===== config.mk =====
export PLATFORM = sky130hd
export DESIGN_NAME = step_sequencer
export DESIGN_NICKNAME = d
export VERILOG_FILES = /design/src/rtl/step_seq_pkg.sv /design/src/rtl/btn_edge_detect.sv /design/src/rtl/step_sequencer.sv
export SDC_FILE = /design/constraint.sdc
export NUM_CORES = 1
export LEC_CHECK = 0
export CELL_PAD_IN_SITES_DETAIL_PLACEMENT = 1
export CELL_PAD_IN_SITES_GLOBAL_PLACEMENT = 2
export CORE_AREA = 10 10 100 102
export DETAILED_ROUTE_END_ITERATION = 8
export DIE_AREA = 0 0 110 112
export GPL_TIMING_DRIVEN = 0
export PLACE_DENSITY_LB_ADDON = 0.1
export SLEW_MARGIN = 20
export SYNTH_ARGS = -nofsm -noshare
export SYNTH_HDL_FRONTEND = slang
export SYNTH_SLANG_ARGS = --single-unit

===== constraint.sdc =====
create_clock -name clk -period 2.2 [get_ports clk]
set_input_delay 0.44 -clock clk [delete_from_list [all_inputs] [get_ports clk]]
set_output_delay 0.44 -clock clk [all_outputs]
set_load 0.01 [all_outputs]

===== src/rtl/step_seq_pkg.sv =====
// Shared types and defaults for the instruction phase sequencer.
package step_seq_pkg;

  typedef enum logic [2:0] {
    IDLE   = 3'd0,
    FETCH  = 3'd1,
    DECODE = 3'd2,
    EXEC   = 3'd3,
    WB     = 3'd4,
    HALTED = 3'd5
  } state_e;

  localparam int unsigned RUN_DIV_DEFAULT = 25000000;
  localparam int unsigned CNT_W_DEFAULT   = 16;

endpackage


===== src/rtl/btn_edge_detect.sv =====
// Registers a debounced button level and emits single-cycle press/release pulses.
module btn_edge_detect (
  input  logic clk,
  input  logic rst_n,
  input  logic level_i,
  output logic press_o,
  output logic release_o
);

  logic level_q;

  always_ff @(posedge clk or negedge rst_n) begin
    if (!rst_n) level_q <= 1'b0;
    else        level_q <= level_i;
  end

  assign press_o   = level_i & ~level_q;
  assign release_o = ~level_i & level_q;

endmodule


===== src/rtl/step_sequencer.sv =====
// FETCH/DECODE/EXEC/WB phase controller, stepped by button release or a run-mode rate counter.
// Optional run-mode PC breakpoint enabled by defining STEP_SEQ_BREAKPOINT_EN.
module step_sequencer
  import step_seq_pkg::*;
#(
  parameter int unsigned RUN_DIV = RUN_DIV_DEFAULT,
  parameter int unsigned CNT_W   = CNT_W_DEFAULT
) (
  input  logic             clk,
  input  logic             reset,
  input  logic             btnc_db,
  input  logic             run_mode,
  input  logic             dec_reg_write,
  input  logic             dec_mem_write,
  input  logic             dec_halt,
  output logic             ir_load,
  output logic             pc_en,
  output logic             reg_write_en,
  output logic             mem_write_en,
  output logic             disp_sel,
  output logic             busy,
  output logic             halted,
  output logic [CNT_W-1:0] step_count
`ifdef STEP_SEQ_BREAKPOINT_EN
  ,
  input  logic [15:0]      pc,
  input  logic [15:0]      bp_addr,
  input  logic             bp_valid,
  output logic             bp_hit
`endif
);

  localparam int unsigned RW = (RUN_DIV > 1) ? $clog2(RUN_DIV) : 1;
  localparam logic [RW-1:0] RATE_LAST = RW'(RUN_DIV - 1);

  state_e           state_q;
  logic [RW-1:0]    rate_q;
  logic [CNT_W-1:0] count_q;
  logic             btn_release;

  btn_edge_detect u_btnc (
    .clk       (clk),
    .rst_n     (reset),
    .level_i   (btnc_db),
    .press_o   (),
    .release_o (btn_release)
  );

`ifdef STEP_SEQ_BREAKPOINT_EN
  logic bp_hit_q;
  logic bp_match;
  assign bp_match = bp_valid && (pc == bp_addr);
  assign bp_hit   = bp_hit_q;
`endif

  always_ff @(posedge clk or negedge reset) begin
    if (!reset) begin
      state_q  <= IDLE;
      rate_q   <= '0;
      count_q  <= '0;
`ifdef STEP_SEQ_BREAKPOINT_EN
      bp_hit_q <= 1'b0;
`endif
    end else begin
      // Rate counter only advances while idling in run mode; every other path clears it.
      rate_q <= '0;
      case (state_q)
        IDLE: begin
          if (run_mode) begin
            if (rate_q == RATE_LAST) begin
`ifdef STEP_SEQ_BREAKPOINT_EN
              if (bp_hit_q || bp_match) bp_hit_q <= 1'b1;
              else                      state_q  <= FETCH;
`else
              state_q <= FETCH;
`endif
            end else begin
              rate_q <= rate_q + 1'b1;
            end
          end else if (btn_release) begin
            state_q <= FETCH;
          end
        end
        FETCH:   state_q <= DECODE;
        DECODE:  state_q <= dec_halt ? HALTED : EXEC;
        EXEC:    state_q <= WB;
        WB: begin
          count_q <= count_q + 1'b1;
          state_q <= IDLE;
        end
        HALTED:  state_q <= HALTED;
        default: state_q <= IDLE;
      endcase
`ifdef STEP_SEQ_BREAKPOINT_EN
      if (!run_mode) bp_hit_q <= 1'b0;
`endif
    end
  end

  assign ir_load      = (state_q == FETCH);
  assign mem_write_en = (state_q == EXEC) && dec_mem_write;
  assign reg_write_en = (state_q == WB) && dec_reg_write;
  assign pc_en        = (state_q == WB);
  assign busy         = (state_q inside {FETCH, DECODE, EXEC, WB});
  assign halted       = (state_q == HALTED);
  assign disp_sel     = btnc_db;
  assign step_count   = count_q;

endmodule


Word-level counts from Yosys, hierarchy flattened
Cells that the tools add are included.
- register bits: 45
- word-level logic and storage cells: 29
- add/subtract/negate cells: 2
- equality and inequality tests: 8
- muxes and demuxes: 8
- bitwise operators: 2
- reduce and logical (&&, ||, !) cells: 5
- operators with widths (operator ; count):
    2-to-1 mux 25 bit ; 3
    adder 25 x 1 -> 25 bit, second input constant ; 1
    == test 25 bit, second input constant ; 1
    adder 16 x 1 -> 16 bit, second input constant ; 1
    case mux 3 bit (5 select lines) ; 1
    2-to-1 mux 3 bit ; 4
    == test 3 x 2 -> 1 bit, second input constant ; 2
    == test 3 bit, second input constant ; 2
    != test 3 bit, second input constant ; 2
    nonzero test 4 bit ; 1
    == test 3 x 1 -> 1 bit, second input constant ; 1
    zero test 3 bit ; 1
    logical AND 1 bit ; 2
    AND reduction 2 bit ; 1
    bitwise AND 1 bit ; 1
    NOT 1 bit ; 1

Depth between registers and ports, before layout
- word-level depth: 5
- gate-level depth with buffers: 6
- depth with buffers taken out: 5

Cells and area by module
A second synthesis with hierarchy kept.
- cells, all modules: 209
- area total of the unflattened synthesis: 2213.4 um^2
- modules (own cells, without submodules) (module ; times used ; cells an instance ; area an instance (um^2)):
    step_sequencer ; 1 ; 206 ; 2173.3
    btn_edge_detect ; 1 ; 3 ; 40.0

Least setup slack after synthesis
Ideal clock, no wire load.
- path type: register to register
- start point: register state_q[0]
- end point: register count_q[12] (netlist: step_count[12])
- setup time: 125 ps
- arrival: 1494 ps
- data required time: 2075 ps
- setup slack: 581 ps
- cell stages (with the launch flop): 6
- cell sequence: dfrtp_1 > or3b_1 > buf_6 > nor4_4 > nand3_1 > xnor2_1
- cells in the longest elaborated chain, start to end: 1
- ends and longest elaborated chain (element ; RTL line ; source):
    from (decl) ; step_sequencer.sv:36 ; state_e state_q;
    from (signal assigned) ; step_sequencer.sv:85 ; DECODE: state_q <= dec_halt ? HALTED : EXEC;
    == test 3 bit ; step_sequencer.sv:67 ; case (state_q)
    to (signal assigned) ; step_sequencer.sv:88 ; count_q <= count_q + 1'b1;
    to (decl) ; step_sequencer.sv:38 ; logic [CNT_W-1:0] count_q;
Every way passes these cells.
A chain may end at the register's enable or synchronous reset.

Worst setup path after layout
- start point: register state_q[0]
- end point: output pc_en
- cells in the longest elaborated chain, start to end: 1
- ends and longest elaborated chain (element ; RTL line ; source):
    == test 3 bit ; step_sequencer.sv:103 ; assign pc_en = (state_q == WB);
    to (decl) ; step_sequencer.sv:17 ; output logic pc_en,
Every way passes these cells.

==> results.sh <==
export IMPL_status="completed"
export IMPL_synth_common_cells="45 x dfrtp_1, 25 x nor2_1, 16 x xnor2_1, 15 x nand2_1, 15 x nand4_1"
export IMPL_drtAntennaViolNets=0
export IMPL_grt_pass1_vias=1772
export IMPL_dr_wl_met2_um=2550
export IMPL_std_cell_rows=33
export IMPL_start_util_pct=29.0
export IMPL_synth_seq_cells=45
export IMPL_maxCapViolCount=0
export IMPL_crit_family="buffers and inverters"
export IMPL_gr_total_overflow=0
export IMPL_cp_max_fo=7
export IMPL_core_area_um2=8050
export IMPL_synth_top_area_share_pct=48.2
export IMPL_powerDensity_nw_per_um2=758
export IMPL_cp_endpoint="pc_en"
export IMPL_syn_area_um2=2340
export IMPL_insertion_delay_ps=310
export IMPL_r2r_setup_slack_ps=300
export IMPL_ys_warn_count=0
export IMPL_synth_top_area_cell="dfrtp_1"
export IMPL_slew_limit_headroom_pct=59.8
export IMPL_io_pins=30
export IMPL_dieArea_um2=12300
export IMPL_track_usage_pct=9.37
export IMPL_syn_inst=225
export IMPL_multi_input_area_um2=1110
export IMPL_cp_arrival_ps=1650
export IMPL_yosys_top_cells_area="dfrtp_1 48%, xnor2_1 6.0%, xor2_1 5.2%"
export IMPL_cp_depth=4
export IMPL_grt_pass1_wl_um=9380
export IMPL_hold_path_class="primary input to async pin"
export IMPL_synth_avg_cell_area_um2=10.4
export IMPL_cts_tree="done"
export IMPL_cts_buffers=5
export IMPL_grt_max_degree=46
export IMPL_finClkSkew_ps=9.84
export IMPL_synth_edf_count=0
export IMPL_die_w_um=110
export IMPL_n_antenna_cell=0
export IMPL_synth_most_common_cell="dfrtp_1"
export IMPL_post_place_ws_ps=127
export IMPL_routedWlPerCell_um=15.3
export IMPL_max_freq_mhz=479
export IMPL_top_layer_used="met4"
export IMPL_drive_gt1_share_pct=12.6
export IMPL_start_kind="register"
export IMPL_post_route_min_period_ps=2090
export IMPL_wl_met1_um=2710
export IMPL_wl_met3_um=314
export IMPL_regArea_um2=1130
export IMPL_total_power_mw=2.16
export IMPL_drt_initial_drc_count=58
export IMPL_gp_congestion=0.705
export IMPL_grt_setup_unrepaired="no"
export IMPL_first_pass_iters=5
export IMPL_antenna_found_initial=0
export IMPL_fin_cells=367
export IMPL_drc=0
export IMPL_finalSetupViolations=0
export IMPL_ys_seq_area_share_pct=48.2
export IMPL_dp_hpwl_um=4030
export IMPL_cp_num_buf_inv=3
export IMPL_cts_setup_buffers=0
export IMPL_crit_start="state_q[0]$_DFFE_PN0P_"
export IMPL_vdd_ir_drop_worst_mv=0.240
export IMPL_path_cells="or3b_1 > buf_6 > inv_1 > clkdlybuf4s15_1"
export IMPL_placed_cells=359
export IMPL_via_per_inst=4.90
export IMPL_critical_path_slowest_cell="dfrtp_2"
export IMPL_cp_data_required_time_ps=1760
export IMPL_wl_um=5630
export IMPL_r2r_end="rate_q[22]$_DFF_PN0_"
export IMPL_vias=1798
export IMPL_r2r_start="rate_q[15]$_DFF_PN0_"
export IMPL_synthesis_nets=234
export IMPL_port_buffers=29
export IMPL_finalHoldViolCount=0
export IMPL_die_h_um=112
export IMPL_cts_clk_slew_worst_paths_ps=100
export IMPL_p_leak_nw=1.15
export IMPL_fin_ws_ps=112
export IMPL_slew_violations=0
export IMPL_worstRegToRegCells=6
export IMPL_syn_to_final_growth_pct=22.0
export IMPL_worst_hold_slack_ps=115
export IMPL_root_buffer="clkbuf_8"
export IMPL_async_reset_ff_share_pct=100
export IMPL_synth_cell_types=42
export IMPL_cpPeakStageDelay_ps=460
export IMPL_cts_max_level=2
export IMPL_worstSetupPathType="register to primary output"
export IMPL_finalCritPeriodShare_pct=94.9
export IMPL_synthFlopType="dfrtp_1"
export IMPL_worst_slew_pin_slew_ps=603
export IMPL_setup_tns_ps=0
export IMPL_fillerInstances=928
export IMPL_crit_path_end_kind="primary output"
export IMPL_final_nets=270
export IMPL_cts_buffer_depth=2
export IMPL_clock_sinks=45
## layout make-up
cell class | count | area share, %
plain buffers | 11 | 2.94
repair buffers | 29 | 10.1
clock inverters | 3 | 0.746
flip-flops and latches | 45 | 39.6
well taps | 105 | 4.61
inverters | 6 | 0.790
clock buffers | 5 | 2.41
multi-input cells | 163 | 38.8
## worst min path at each step
stage | start | to | cells after the start
after floorplan | reset | rate_q[0]$_DFF_PN0_ | 0
after detailed placement | step_count[15]$_DFFE_PN0P_ | step_count[15]$_DFFE_PN0P_ | 1
after global routing | reset | step_count[6]$_DFFE_PN0P_ | 1
after CTS | reset | step_count[6]$_DFFE_PN0P_ | 1
final | reset | step_count[6]$_DFFE_PN0P_ | 1
after global placement | step_count[15]$_DFFE_PN0P_ | step_count[15]$_DFFE_PN0P_ | 1
## registers in the layout, indices dropped and copies added, names as in the netlist
name / count
step_count: 16
u_btnc.level_q: 1
state_q: 3
rate_q: 25
## logic make-up after synthesis
family                     share of synthesized area, %
DFF                                                48.2
xor gates and xnor gates                           11.2
muxes                                             0.482
adders and majority gates                          1.07
AOI/OAI and AO/OA                                  6.16
and+or+nand+nor                                    28.3
buffers and inverters                              4.55
## layer usage
metal / global-route usage, % / vias up
li1: - / 868
met1: 12.5 / 898
met2: 14.5 / 26
met3: 2.48 / 6
met4: 2.60 / 0
met5: 0 / -
## timing repair
action	in CTS	in global routing
endpoints found under the setup margin	1	3
hold buffers	0	0
resized for setup	3	2
## where the power goes
group / switching (mW) / internal, mW / leakage (nW)
registers: 0.0966 / 0.905 / 0.613
clock network: 0.322 / 0.226 / 0.0445
logic: 0.308 / 0.301 / 0.490
total: 0.727 / 1.43 / 1.15
## stage by stage
stage / utilization (%) / instance area [um2]
floorplan: - / 2340
detailed placement: 34.2 / 2760
global placement: 34.3 / 2760
CTS: 35.4 / 2850
finish: 35.4 / 2850
global route: 35.4 / 2850
## placed cells by master (no fill, tap or decap), drive strengths merged, types with 5 or more instances in the layout
cell type       n
o31ai           5
nor2           25
nand2          15
or4             7
and4            5
nand4          17
dfrtp          45
clkdlybuf4s50  27
xor2           14
a21oi          10
buf            11
nand3          14
clkbuf          6
inv             7
xnor2          16
and3            5
(Power assumes the default switching activity.)
